**src/rtl/mac_window_feeder_pkg.sv**
```systemverilog
// Shared definitions for the MAC window feeder and the MAC side:
// FSM state encoding and patch/weight/pixel widths.
package mac_window_feeder_pkg;

    localparam int PATCH_W = 128;
    localparam int WGT_W   = 72;
    localparam int PIX_W   = 8;
    localparam int COL_W   = 4 * PIX_W;

    typedef enum logic [1:0] {
        S_IDLE = 2'd0,
        S_FILL = 2'd1,
        S_STEP = 2'd2
    } state_t;

endpackage

```
**src/rtl/win_shift4.sv**
```systemverilog
// 4-column shift register holding the 4x4 int8 window.
// Ports: clk, rstn (async low), shift (load col at col 3, drop col 0),
//        col (32-bit column, byte r = row r), win (128-bit, byte row*4+col).
module win_shift4
    import mac_window_feeder_pkg::*;
(
    input  logic               clk,
    input  logic               rstn,
    input  logic               shift,
    input  logic [COL_W-1:0]   col,
    output logic [PATCH_W-1:0] win
);

    logic [COL_W-1:0] cols [4];

    always_ff @(posedge clk or negedge rstn) begin
        if (!rstn) begin
            for (int i = 0; i < 4; i++) cols[i] <= '0;
        end else if (shift) begin
            cols[0] <= cols[1];
            cols[1] <= cols[2];
            cols[2] <= cols[3];
            cols[3] <= col;
        end
    end

    // Column-major storage flattened to a row-major patch.
    for (genvar r = 0; r < 4; r++) begin : g_row
        for (genvar c = 0; c < 4; c++) begin : g_col
            assign win[(r*4+c)*PIX_W +: PIX_W] = cols[c][r*PIX_W +: PIX_W];
        end
    end

endmodule

```
**src/rtl/mac_window_feeder.sv**
```systemverilog
// Builds 4x4 int8 patches from streamed 4-pixel columns, sliding by 2 columns,
// and presents them with the latched 3x3 kernel to the MAC array.
// Ports: clk, rstn; i_start/i_weight (frame start, kernel);
//        s_vld/s_rdy/s_col (column stream); o_vld/o_din/o_weight (patch out);
//        o_busy (not idle); o_frame_done (with last patch of the frame).
module mac_window_feeder
    import mac_window_feeder_pkg::*;
#(
    parameter int IMG_W     = 16,
    parameter int NUM_STRIP = 4
) (
    input  logic               clk,
    input  logic               rstn,
    input  logic               i_start,
    input  logic [WGT_W-1:0]   i_weight,
    input  logic               s_vld,
    output logic               s_rdy,
    input  logic [COL_W-1:0]   s_col,
    output logic               o_vld,
    output logic [PATCH_W-1:0] o_din,
    output logic [WGT_W-1:0]   o_weight,
    output logic               o_busy,
    output logic               o_frame_done
);

    localparam int CW = $clog2(IMG_W + 1);
    localparam int SW = $clog2(NUM_STRIP + 1);

    state_t           state, nxt;
    logic [CW-1:0]    col_cnt, col_n, col_inc;
    logic [SW-1:0]    strip_cnt, strip_n;
    logic [2:0]       fill_cnt, fill_n;
    logic [WGT_W-1:0] wgt_q, wgt_n;
    logic             vld_q, vld_n;
    logic             done_q, done_n;
    logic [PATCH_W-1:0] win, hold_q;
    logic             acc, last_col, strip_end;

    // The frame's final emit cycle is still S_STEP; no more columns then.
    assign s_rdy    = (state == S_FILL) || (state == S_STEP && !done_q);
    assign acc      = s_vld & s_rdy;
    assign col_inc  = col_cnt + 1'b1;
    assign last_col = (col_inc == CW'(IMG_W));

    win_shift4 u_win (
        .clk   (clk),
        .rstn  (rstn),
        .shift (acc),
        .col   (s_col),
        .win   (win)
    );

    always_comb begin
        nxt       = state;
        col_n     = col_cnt;
        strip_n   = strip_cnt;
        fill_n    = fill_cnt;
        wgt_n     = wgt_q;
        vld_n     = 1'b0;
        done_n    = 1'b0;
        strip_end = 1'b0;
        unique case (state)
            S_IDLE: begin
                if (i_start) begin
                    nxt     = S_FILL;
                    wgt_n   = i_weight;
                    col_n   = '0;
                    strip_n = '0;
                    fill_n  = '0;
                end
            end
            S_FILL: begin
                if (acc) begin
                    col_n  = col_inc;
                    fill_n = fill_cnt + 3'd1;
                    if (fill_cnt == 3'd3) begin
                        vld_n     = 1'b1;
                        nxt       = S_STEP;
                        strip_end = last_col;
                    end
                end
            end
            S_STEP: begin
                if (done_q) begin
                    nxt = S_IDLE;
                end else if (acc) begin
                    col_n = col_inc;
                    // Odd count before increment: every 2nd column after fill.
                    if (col_cnt[0]) begin
                        vld_n     = 1'b1;
                        strip_end = last_col;
                    end
                end
            end
            default: nxt = S_IDLE;
        endcase
        if (strip_end) begin
            if (strip_cnt == SW'(NUM_STRIP - 1)) begin
                done_n = 1'b1;
            end else begin
                strip_n = strip_cnt + 1'b1;
                col_n   = '0;
                fill_n  = '0;
                nxt     = S_FILL;
            end
        end
    end

    always_ff @(posedge clk or negedge rstn) begin
        if (!rstn) begin
            state     <= S_IDLE;
            col_cnt   <= '0;
            strip_cnt <= '0;
            fill_cnt  <= '0;
            wgt_q     <= '0;
            vld_q     <= 1'b0;
            done_q    <= 1'b0;
            hold_q    <= '0;
        end else begin
            state     <= nxt;
            col_cnt   <= col_n;
            strip_cnt <= strip_n;
            fill_cnt  <= fill_n;
            wgt_q     <= wgt_n;
            vld_q     <= vld_n;
            done_q    <= done_n;
            if (vld_q) hold_q <= win;
        end
    end

    // Live window on the emit cycle, frozen copy until the next emit.
    assign o_din        = vld_q ? win : hold_q;
    assign o_vld        = vld_q;
    assign o_frame_done = done_q;
    assign o_weight     = wgt_q;
    assign o_busy       = (state != S_IDLE);

endmodule
```
**config.mk**
```make
export PLATFORM = sky130hd
export DESIGN_NAME = mac_window_feeder
export DESIGN_NICKNAME = d
export VERILOG_FILES = /design/src/rtl/mac_window_feeder_pkg.sv /design/src/rtl/win_shift4.sv /design/src/rtl/mac_window_feeder.sv
export SDC_FILE = /design/constraint.sdc
export NUM_CORES = 1
export LEC_CHECK = 0
export CORE_MARGIN = 3
export CORE_UTILIZATION = 54
export CTS_CLUSTER_DIAMETER = 40
export DETAILED_ROUTE_END_ITERATION = 12
export PLACE_DENSITY = 0.86
export SYNTH_ARGS = -nofsm -noshare
export SYNTH_HDL_FRONTEND = slang
export SYNTH_SLANG_ARGS = --single-unit
```
**constraint.sdc**
```tcl
create_clock -name clk -period 6 [get_ports clk]
set_input_delay 0.6 -clock clk [delete_from_list [all_inputs] [get_ports clk]]
set_output_delay 0.6 -clock clk [all_outputs]
set_load 0.02 [all_outputs]
```
==> results of run 1 <==
==> routing by layer <==
metal | global-route usage, % | part of all wire, % | routed length (microns)
met5 | 0 | 0 | 0
met4 | 6.63 | 2.6 | 756
met3 | 7.63 | 8.0 | 2340
met2 | 37.5 | 49 | 14300
met1 | 27.9 | 41 | 11800
==> cells in the final DEF, fill, tap and decap left out, types with 2 or more instances in the layout <==
| cell type | count |
|---|---|
| sky130_fd_sc_hd__clkinv_4 | 5 |
| sky130_fd_sc_hd__buf_4 | 5 |
| sky130_fd_sc_hd__a22oi_1 | 2 |
| sky130_fd_sc_hd__clkinvlp_4 | 7 |
| sky130_fd_sc_hd__clkbuf_16 | 45 |
| sky130_fd_sc_hd__nand3_1 | 4 |
| sky130_fd_sc_hd__a211oi_1 | 2 |
| sky130_fd_sc_hd__bufinv_16 | 7 |
| sky130_fd_sc_hd__inv_8 | 2 |
| sky130_fd_sc_hd__a211o_1 | 2 |
| sky130_fd_sc_hd__ha_1 | 10 |
| sky130_fd_sc_hd__clkbuf_1 | 6 |
| sky130_fd_sc_hd__a32oi_1 | 5 |
| sky130_fd_sc_hd__nor2_1 | 9 |
| sky130_fd_sc_hd__dfrtp_1 | 342 |
| sky130_fd_sc_hd__inv_1 | 7 |
| sky130_fd_sc_hd__nor2b_1 | 2 |
| sky130_fd_sc_hd__a21boi_0 | 3 |
| sky130_fd_sc_hd__clkdlybuf4s50_1 | 310 |
| sky130_fd_sc_hd__mux2_2 | 314 |
| sky130_fd_sc_hd__nand2_1 | 5 |
| sky130_fd_sc_hd__clkbuf_8 | 2 |
| sky130_fd_sc_hd__mux2_4 | 15 |
| sky130_fd_sc_hd__a21oi_1 | 2 |
| sky130_fd_sc_hd__mux2i_1 | 3 |
| sky130_fd_sc_hd__clkinv_2 | 4 |
| sky130_fd_sc_hd__xnor2_1 | 3 |
| sky130_fd_sc_hd__nor3_1 | 2 |
==> registers in the layout, summed over array words and instances (netlist names), 2 cells and up <==
name       count
hold_q       128
u_win.win    128
o_weight      72
col_cnt        5
fill_cnt       3
strip_cnt      3
state          2
==> cell families (layout without fill, tap and decap cells) <==
group                      Yosys count  after routing  share of synthesized area, %
AOI/OAI and AO/OA                   23             23                          1.33
xor gates and xnor gates             4              4                         0.266
adders and majority gates           10             10                         0.951
buffers and inverters               48            404                          2.09
DFF                                343            343                          65.2
muxes                              332            332                          28.8
and+or+nand+nor                     30             30                          1.29
==> report_power, final <==
group	internal (uW)	switching (uW)
clock	1710	987
combinational	2130	1830
sequential	3340	557
==> final cells by class <==
cell class,count,share of cell area [%]
multi-input combinational,399,23.9
tap,319,2.21
clock inverter,26,1.99
inverter,8,0.167
clock buffer,53,6.53
sequential,343,47.6
timing repair buffer,317,17.6
==> through the flow <==
stage | instance area (sq um) | worst slack, ns | hold WS, ns
2_1_floorplan | 13200 | 3.86 | 0.304
3_3_place_gp | 16500 | 2.25 | 0.439
3_5_place_dp | 16500 | 2.16 | 0.449
4_1_cts | 18000 | 2.20 | 0.122
5_1_grt | 18000 | 2.09 | 0.129
6_report | 18000 | 2.24 | 0.0731
==> path summary, 6_finish.rpt <==
path	slack [ns]	endpoint	cells after the start	start
worst max-delay path	2.24	o_din[37]	3	o_vld
worst min-delay path	0.07	hold_q[42]	1	rstn
worst max register to register	2.34	col_cnt[0]	9	state[0]
worst min register to register	0.47	o_frame_done	1	strip_cnt[2]
max in group asynchronous	4.56	hold_q[127]	2	rstn
min in group clk	0.47	o_frame_done	1	strip_cnt[2]
==> worst max-delay path: cells and delay by family (launching register included) <==
family / cells / cell delay (ns)
flip-flops: 1 / 1.03
buffers and inverters: 2 / 1.18
multiplexers: 1 / 0.41
==> implementation parameters, run 1 <==
Parameter                              Value

Status
  Result of the run    finished clean

Pwr
  Worst IR drop on VDD    0.000551 V
  Leakage power total    0.00797 uW
  Power per cell area    586 nW/um^2
  Total power draw    10600 uW

Logic synthesis
  List of most frequent post-synthesis cells    sky130_fd_sc_hd__dfrtp_1 (343), sky130_fd_sc_hd__mux2_2 (314), sky130_fd_sc_hd__clkbuf_1 (16)
  Count of warnings emitted by yosys    0
  Most common flop cell mapped by yosys    sky130_fd_sc_hd__dfrtp_1
  Synthesized cell area    13200 sq um
  Number of distinct library cell variants in the gate-level netlist after synthesis    38
  Number of flip-flops and latches in the synthesized netlist    343
  Sequential cell area fraction in the yosys report    65.2%
  Number of nets in the synthesized netlist    908
  Area share of the largest cell type after synthesis    65.2%
  Top cells by area, synth    sky130_fd_sc_hd__dfrtp_1 (65%), sky130_fd_sc_hd__mux2_2 (27%), sky130_fd_sc_hd__mux2_4 (1.7%), sky130_fd_sc_hd__ha_1 (0.95%), sky130_fd_sc_hd__buf_6 (0.86%)
  Biggest area consumer among synthesized cells    sky130_fd_sc_hd__dfrtp_1
  EDFF count, synth    0
  Syn_area_per_cell    16.7 sq um
  Synth async-reset ratio    100%
  Instance count of the mapped netlist    790
  Most instantiated library cell after synthesis    sky130_fd_sc_hd__dfrtp_1

Final layout
  Number of non-filler instances in the completed layout    1465
  N_diodes    0
  Final Core Density    76.1%
  Number of filler instances in the final layout    1403
  Layout cells sized above 1    36.3%
  Area used by multi-input combinational logic    4300 sq um
  Final nets    1230
  Signed area change from the synthesized netlist to the final layout    37.0%
  Flip-flop and latch area    8590 sq um

Clocking
  Number of buffers inserted during clock tree synthesis    43
  Reg clk slew, reported paths    0.06 ns
  Skew-Pair Late Insertion Delay    0.52 ns
  Buffers from clock root to sink, at most    3
  Buffers inserted during post-CTS setup optimization    0
  CTS tree    done
  CTS root buffer    sky130_fd_sc_hd__clkbuf_16
  Total of hold buffers inserted after clock tree synthesis    0
  Clock H-tree levels    2
  Number of gates resized after CTS    0
  Number of clock sinks    343

Hold path
  Worst min path class    in2async

Global route
  First-pass GRT wire length    46900 microns
  Number of global-route vias before repair    8668
  Total congestion overflow after global routing    0
  All-layer global routing usage    22.4%
  Antenna violations before repair    0
  Largest net degree at the start of global routing    129

Floorplan
  Core Area    23700 sq um
  Floorplan die width    162 microns
  Vertical die dimension    162 microns
  Die outline area    26300 sq um
  Row count    56
  Initial Util    55.5%
  Top-level port count    312

Drt
  Via count    7712
  First drt pass iteration count    4
  Antenna viol nets, final    0
  DR DRC count    0
  Starting DRT DRC Count    352
  Wire length reported by the detailed router    29200 microns
  DR vias/cell    5.26
  Mean routed wirelength per cell    19.9 microns

STA
  Share of the clock period used by the worst path after layout    62.7%
  Timing-limited maximum frequency    0.266 GHz
  Worst-Margin Slew    1.11 ns
  Setup repair after global routing missed its margin    false
  Max-slew headroom    25.9%
  Sum of negative setup slack    0 ns
  Shortest period the worst path allows    3.76 ns
  Final setup skew    0.0230 ns
  Final-report setup violation count    0
  Final-report hold violation count    0
  Total count of max-transition violations in the final report    0

Worst setup path
  Cell breakdown of the critical path    buf_4 > mux2_2 > clkdlybuf4s50_1
  Worst EP arrival    3.16 ns
  Worst setup path category    reg2out
  Slowest-stage cell, CP    sky130_fd_sc_hd__dfrtp_4
  Critical Path End Type    primary output
  Required @ worst endpoint    5.40 ns
  Delay of the slowest cell on the worst path    1.03 ns
  Crit Path Max Fanout    64
  Critical path launch point type    register

Placed design
  Total placed cells including tap cells    1386
  Placer congestion estimate    0.774
  IO Port Bufs    311
  Detailed Place HPWL    19100 microns

Flow run
  Max-capacitance violation count    0
Note: power is estimated with default switching activity, not from simulation.
==> run 2: changes to the inputs <==
--- a/config.mk
+++ b/config.mk
@@ -6,10 +6,10 @@
 export NUM_CORES = 1
 export LEC_CHECK = 0
 export CORE_MARGIN = 3
-export CORE_UTILIZATION = 54
+export CORE_UTILIZATION = 50
 export CTS_CLUSTER_DIAMETER = 40
 export DETAILED_ROUTE_END_ITERATION = 12
-export PLACE_DENSITY = 0.86
+export PLACE_DENSITY = 0.8
 export SYNTH_ARGS = -nofsm -noshare
 export SYNTH_HDL_FRONTEND = slang
 export SYNTH_SLANG_ARGS = --single-unit
==> constraint.sdc (replaced) <==
create_clock -name clk -period 3.9 [get_ports clk]
set_input_delay 0.39 -clock clk [delete_from_list [all_inputs] [get_ports clk]]
set_output_delay 0.39 -clock clk [all_outputs]
set_load 0.02 [all_outputs]
==> run 2 against run 1 <==
- clock skew up 0.0016 ns
- setup slack worse by 1.5 ns
- via count up 0.38%
- global-route usage down 2.1 points
- clock power up 58%
- combinational power up 54%
- die area up 7.7%
- routed wire length down 1.7%
- flip-flop and latch count unchanged
- register-to-register slack worse by 1.3 ns
- critical path type unchanged
- critical endpoint is now o_din[72]
- largest power group unchanged
==> implementation parameters, run 2 (same netlist as run 1, synthesis figures left out) <==
Parameter                              Value

Floorplan
  Row count    58 (was 56)
  Floorplan die width    168 microns (was 162 microns)
  Core Area    25500 sq um (was 23700 sq um)
  Initial Util    51.5% (was 55.5%)
  Vertical die dimension    168 microns (was 162 microns)
  Die outline area    28300 sq um (was 26300 sq um)
  Top-level port count    312 (unchanged)

Clocking
  Clock H-tree levels    2 (unchanged)
  Number of buffers inserted during clock tree synthesis    45 (was 43)
  Number of gates resized after CTS    0 (unchanged)
  Number of clock sinks    343 (unchanged)
  Skew-Pair Late Insertion Delay    0.53 ns (was 0.52 ns)
  CTS root buffer    sky130_fd_sc_hd__clkbuf_16 (unchanged)
  Reg clk slew, reported paths    0.06 ns (about the same)
  Buffers from clock root to sink, at most    3 (unchanged)
  CTS tree    done (unchanged)

Final layout
  Final nets    1236 (was 1230)
  Most common cell after layout, fill and taps aside    sky130_fd_sc_hd__dfrtp_1 (unchanged)
  Signed area change from the synthesized netlist to the final layout    38.1% (was 37.0%)
  Most frequent cells in the layout    sky130_fd_sc_hd__dfrtp_1 (342), sky130_fd_sc_hd__mux2_2 (314), sky130_fd_sc_hd__clkdlybuf4s50_1 (310) (unchanged)
  N_diodes    0 (unchanged)
  Layout cells sized above 1    36.9% (was 36.3%)

Drt
  Starting DRT DRC Count    455 (was 352)
  Mean routed wirelength per cell    19.4 microns (was 19.9 microns)
  Antenna viol nets, final    0 (unchanged)
  First drt pass iteration count    4 (unchanged)
  DR vias/cell    5.22 (was 5.26)
  Via count    7741 (was 7712)
  DR DRC count    0 (unchanged)
  Wire length reported by the detailed router    28700 microns (was 29200 microns)

Worst setup path
  Critical path launch point type    register (unchanged)
  Required @ worst endpoint    3.51 ns (was 5.40 ns)
  Worst EP arrival    2.72 ns (was 3.16 ns)
  Cell breakdown of the critical path    buf_12 > mux2_2 > clkdlybuf4s50_1 (was buf_4 > mux2_2 > clkdlybuf4s50_1)
  Startpoint of the most critical setup path    o_vld (unchanged)
  Delay of the slowest cell on the worst path    0.73 ns (was 1.03 ns)
  Critical Path End Type    primary output (unchanged)
  Crit Path Max Fanout    75 (was 64)
  Slowest-stage cell, CP    sky130_fd_sc_hd__dfrtp_4 (unchanged)
  Reg2Reg Launch Point    state[0] (unchanged)
  Worst setup path category    reg2out (unchanged)

STA
  Share of the clock period used by the worst path after layout    79.8%
  Worst-Margin Slew    0.976 ns (was 1.11 ns)
  Final setup skew    0.0246 ns (was 0.0230 ns)
  Sum of negative setup slack    0 ns (unchanged)
  Max-slew headroom    34.9% (was 25.9%)
  Timing-limited maximum frequency    0.321 GHz
  Shortest period the worst path allows    3.11 ns
  Final-report hold violation count    0 (unchanged)
  Total count of max-transition violations in the final report    0 (unchanged)
  Setup repair after global routing missed its margin    false (unchanged)
  Final-report setup violation count    0 (unchanged)

Hold path
  Worst min path class    in2reg (was in2async)
  Hold Startpoint    i_weight[71]

Global route
  Total congestion overflow after global routing    0 (unchanged)
  All-layer global routing usage    20.3% (was 22.4%)
  Number of global-route vias before repair    8508 (was 8668)
  Largest net degree at the start of global routing    102 (was 129)
  First-pass GRT wire length    46300 microns (was 46900 microns)
  Antenna violations before repair    0 (unchanged)

Status
  Result of the run    finished clean (unchanged)

Pwr
  Power per cell area    898 nW/um^2 (was 586 nW/um^2)
  Leakage power total    0.00805 uW (was 0.00797 uW)
  Worst IR drop on VDD    0.000608 V (was 0.000551 V)
  Total power draw    16300 uW (was 10600 uW)

Placed design
  Placer congestion estimate    0.819 (was 0.774)
  Detailed Place HPWL    18900 microns (was 19100 microns)
  IO Port Bufs    311 (unchanged)

Flow run
  Max-capacitance violation count    0 (unchanged)
-- run 2: cell count changes in the layout (fill, tap and decap cells not counted) --
| cell | previous run | this run |
|---|---|---|
| sky130_fd_sc_hd__clkbuf_16 | 45 | 47 |
| sky130_fd_sc_hd__inv_6 | 1 | 6 |
| sky130_fd_sc_hd__clkinv_2 | 4 | 5 |
| sky130_fd_sc_hd__clkbuf_1 | 6 | 2 |
| sky130_fd_sc_hd__clkinv_4 | 5 | 6 |
| sky130_fd_sc_hd__clkinvlp_4 | 7 | 3 |
| sky130_fd_sc_hd__buf_4 | 5 | 6 |
| sky130_fd_sc_hd__nand2_4 | 0 | 1 |
| sky130_fd_sc_hd__buf_12 | 1 | 3 |
| sky130_fd_sc_hd__bufinv_16 | 7 | 6 |
| sky130_fd_sc_hd__clkbuf_8 | 2 | 4 |
| sky130_fd_sc_hd__dlygate4sd3_1 | 0 | 1 |
| sky130_fd_sc_hd__nand2_2 | 1 | 0 |
-- run 2: worst max-delay path: cells and delay by family, from the launching register on --
family	cells	cell delay, ns
buffers and inverters	2	0.99
flip-flops	1	0.73
multiplexers	1	0.41
-- run 2: what timing repair did --
action / 4_1_cts / 5_1_grt
endpoints found under the hold margin: 77 / 0
hold buffers: 1 / 0
setup endpoints to repair: 0 / 0
buffers inserted: 0 / 0
-- run 2: area by class of cell --
| cell class | count | area, sq um |
|---|---|---|
| clock buffers | 53 | 1240 |
| clock inverters | 28 | 355 |
| fillers | 1667 | 7380 |
| inverters | 8 | 30.0 |
| multi-input cells | 399 | 4300 |
| flip-flops and latches | 343 | 8590 |
| well taps | 330 | 413 |
| repair buffers | 321 | 3230 |
-- run 2: metrics by stage --
stage | setup slack (ns) | instances | cell area [sq um] | hold WS (ns) | util [%]
floorplan | 1.76 | 790 | 13200 | 0.0944 | -
global placement | 1.08 | 1400 | 16600 | 0.431 | 64.8
CTS | 0.745 | 1482 | 18200 | 0.441 | 71.1
finish | 0.788 | 1482 | 18200 | 0.464 | 71.1
global route | 0.678 | 1482 | 18200 | 0.455 | 71.1
detailed placement | 1.04 | 1400 | 16600 | 0.432 | 64.8
-- run 2: worst paths after layout --
kind	endpoint	slack (ns)	depth (start not counted)
worst max-delay path	o_din[72]	0.79	3
worst max register to register	u_win.win[119]	1.07	8
min in group asynchronous	u_win.win[59]	0.47	2
max in group asynchronous	hold_q[77]	2.40	3
worst min-delay path	o_weight[71]	0.46	2
worst min register to register	o_frame_done	0.47	1
-- run 2: per-layer routing --
layer / vias up / global-route usage (%) / share of wire [%]
li1: 3468 / - / -
met1: 3959 / 26.4 / 41
met2: 262 / 33.1 / 48
met3: 52 / 6.69 / 8.3
met4: 0 / 5.34 / 2.2
met5: - / 0 / 0
-- run 2: report_power, final --
part	internal, uW	leakage [uW]	switching (uW)
Sequential	5140	0.00429	838
Clock	2700	0.000779	1560
Combinational	3280	0.00298	2790
Total	11100	0.00805	5190
==> run 3: changes to the inputs <==
==> constraint.sdc (replaced) <==
create_clock -name clk -period 3.1 [get_ports clk]
set_input_delay 0.31 -clock clk [delete_from_list [all_inputs] [get_ports clk]]
set_output_delay 0.31 -clock clk [all_outputs]
set_load 0.02 [all_outputs]
==> run 3 against run 2 <==
- sequential share of layout area decreased by 0.062 points
- combinational power is 26% higher
- critical path type unchanged
- setup slack lost 0.48 ns
- die area is the same
- sequential power rose by 25%
- via count shrank 1.2%
- critical path depth rose by 2
==> implementation parameters, run 3 (same netlist as run 1, synthesis figures left out) <==
Parameter                              Value

Floorplan
  Floorplan die width    168 microns (unchanged)
  Die outline area    28300 sq um (unchanged)
  Vertical die dimension    168 microns (unchanged)
  Core Area    25500 sq um (unchanged)
  Row count    58 (unchanged)
  Initial Util    51.5% (unchanged)
  Top-level port count    312 (unchanged)

Clocking
  Number of gates resized after CTS    0 (unchanged)
  Buffers from clock root to sink, at most    3 (unchanged)
  Skew-Pair Late Insertion Delay    0.52 ns (was 0.53 ns)
  CTS tree    done (unchanged)
  Clock H-tree levels    2 (unchanged)
  Number of clock sinks    343 (unchanged)
  CTS root buffer    sky130_fd_sc_hd__clkbuf_16 (unchanged)
  Number of buffers inserted during clock tree synthesis    47 (was 45)
  Reg clk slew, reported paths    0.05 ns (was 0.06 ns)

STA
  Worst-Margin Slew    0.585 ns (was 0.976 ns)
  Max-slew headroom    61.0% (was 34.9%)
  Setup repair after global routing missed its margin    false (unchanged)
  Worst hold margin    0.292 ns (was 0.464 ns)
  Total count of max-transition violations in the final report    0 (unchanged)
  Sum of negative setup slack    0 ns (unchanged)
  Final setup skew    0.0103 ns (was 0.0246 ns)
  Final-report hold violation count    0 (unchanged)
  Share of the clock period used by the worst path after layout    90.2%
  Shortest period the worst path allows    2.80 ns
  Worst-case setup margin in the final layout    0.303 ns (was 0.788 ns)
  Final-report setup violation count    0 (unchanged)
  Timing-limited maximum frequency    0.358 GHz

Global route
  Number of global-route vias before repair    8442 (was 8508)
  Largest net degree at the start of global routing    113 (was 102)
  Total congestion overflow after global routing    0 (unchanged)
  Antenna violations before repair    1 (was 0)
  First-pass GRT wire length    45700 microns (was 46300 microns)
  All-layer global routing usage    20.0% (was 20.3%)

Placed design
  IO Port Bufs    311 (unchanged)
  Pre-CTS setup slack    0.598 ns (was 1.04 ns)
  Placer congestion estimate    0.802 (was 0.819)
  Detailed Place HPWL    18600 microns (was 18900 microns)

Final layout
  Signed area change from the synthesized netlist to the final layout    38.2% (was 38.1%)
  Most common cell after layout, fill and taps aside    sky130_fd_sc_hd__dfrtp_1 (unchanged)
  Layout cells sized above 1    36.7% (was 36.9%)
  Final nets    1240 (was 1236)
  Most frequent cells in the layout    sky130_fd_sc_hd__dfrtp_1 (342), sky130_fd_sc_hd__mux2_2 (314), sky130_fd_sc_hd__clkdlybuf4s50_1 (310) (unchanged)
  Number of filler instances in the final layout    1669 (was 1667)
  Final Core Density    71.2% (was 71.1%)

Worst setup path
  Worst setup path category    reg2out (unchanged)
  Critical path launch point type    register (unchanged)
  Delay of the slowest cell on the worst path    0.72 ns (was 0.73 ns)
  Reg2Reg Launch Point    state[0] (unchanged)
  Crit Path Max Fanout    5 (was 75)
  Dominant delay contributor by cell family on the critical path    buffers and inverters (unchanged)
  Number of cells on the worst reg-to-reg path    8 (unchanged)
  Worst EP arrival    2.49 ns (was 2.72 ns)
  Cell breakdown of the critical path    inv_1 > ha_1 > nor2b_4 > or2_1 > clkdlybuf4s50_1 (was buf_12 > mux2_2 > clkdlybuf4s50_1)
  Critical Path End Type    primary output (unchanged)
  Endpoint of the worst-slack reg-to-reg timing path    u_win.win[127] (was u_win.win[119])
  Worst R2R Setup Slack    0.59 ns (was 1.07 ns)
  Required @ worst endpoint    2.79 ns (was 3.51 ns)
  CP bufs+invs    2 (unchanged)
  Slowest-stage cell, CP    sky130_fd_sc_hd__clkdlybuf4s50_1 (was sky130_fd_sc_hd__dfrtp_4)

Flow run
  Max-capacitance violation count    0 (unchanged)

Drt
  Via count    7645 (was 7741)
  DR DRC count    0 (unchanged)
  Starting DRT DRC Count    383 (was 455)
  Antenna viol nets, final    0 (unchanged)
  Mean routed wirelength per cell    18.9 microns (was 19.4 microns)
  First drt pass iteration count    4 (unchanged)
  Wire length reported by the detailed router    28000 microns (was 28700 microns)
  DR vias/cell    5.14 (was 5.22)

Hold path
  Worst min path class    in2async (was in2reg)

Pwr
  Power per cell area    1120 nW/um^2 (was 898 nW/um^2)
  Leakage power total    0.00806 uW (was 0.00805 uW)
  Worst IR drop on VDD    0.000786 V (was 0.000608 V)

Status
  Result of the run    finished clean (unchanged)
## run 3: cell count changes in the layout (fill, tap and decap cells not counted), sizes merged
cell	before	now
buf	10	12
bufinv	6	4
clkbuf	53	61
clkinv	11	8
clkinvlp	3	4
diode	0	1
inv	16	13
## run 3: power by group
part | switching (uW) | leakage (uW) | internal (uW) | total, uW
Sequential | 1010 | 0.00429 | 6470 | 7480
Combinational | 3510 | 0.00301 | 4150 | 7660
Clock | 1910 | 0.000755 | 3310 | 5220
Total | 6430 | 0.00806 | 13900 | 20400
## run 3: area by class of cell
cell class              instances  area, sq um  share of cell area (%)
well taps                     330          413                    2.27
repair buffers                323         3300                    18.1
diodes                          1         2.50                  0.0138
multi-input cells             399         4300                    23.7
clock buffers                  61         1310                    7.20
flip-flops and latches        343         8590                    47.2
clock inverters                21          241                    1.33
inverters                       8         30.0                   0.165
## run 3: worst max path at each step
| stage | start | endpoint | slack, ns | cells past startpoint |
|---|---|---|---|---|
| 2_1_floorplan | state[0] | col_cnt[0] | 0.96 | 12 |
| 3_3_place_gp | s_vld | u_win.win[119] | 0.70 | 5 |
| 3_5_place_dp | state[0] | u_win.win[127] | 0.60 | 8 |
| 4_1_cts | state[0] | s_rdy | 0.28 | 5 |
| 5_1_grt | state[0] | s_rdy | 0.19 | 5 |
| 6_report | state[0] | s_rdy | 0.30 | 5 |
## run 3: timing repair
item / in CTS / in global routing
setup buffers: 0 / 0
hold buffers: 1 / 0
endpoints found under the hold margin: 46 / 0
## run 3: layer usage
metal / track usage, % / part of all wire [%] / up-vias
li1: - / - / 3467
met1: 26.3 / 41 / 3880
met2: 31.7 / 48 / 259
met3: 7.16 / 8.7 / 39
met4: 5.55 / 1.9 / 0
met5: 0 / 0 / -
## run 3: through the flow
| step | total power [uW] | cell area, sq um | cells |
|---|---|---|---|
| CTS | 20600 | 18200 | 1485 |
| floorplan | 11900 | 13200 | 790 |
| global route | 21500 | 18200 | 1486 |
| finish | 20400 | 18200 | 1486 |
| global placement | 15000 | 16600 | 1402 |
| detailed placement | 15300 | 16600 | 1402 |
## run 3: worst register-to-register path: stages, from the launching register on
cell and delay, ns:
sky130_fd_sc_hd__dfrtp_1 0.42, sky130_fd_sc_hd__inv_1 0.11, sky130_fd_sc_hd__ha_1 0.26, sky130_fd_sc_hd__nor2b_4 0.20
sky130_fd_sc_hd__or2_1 0.26, sky130_fd_sc_hd__nand2_8 0.25, sky130_fd_sc_hd__inv_2 0.16, sky130_fd_sc_hd__buf_4 0.34
sky130_fd_sc_hd__mux2_2 0.39
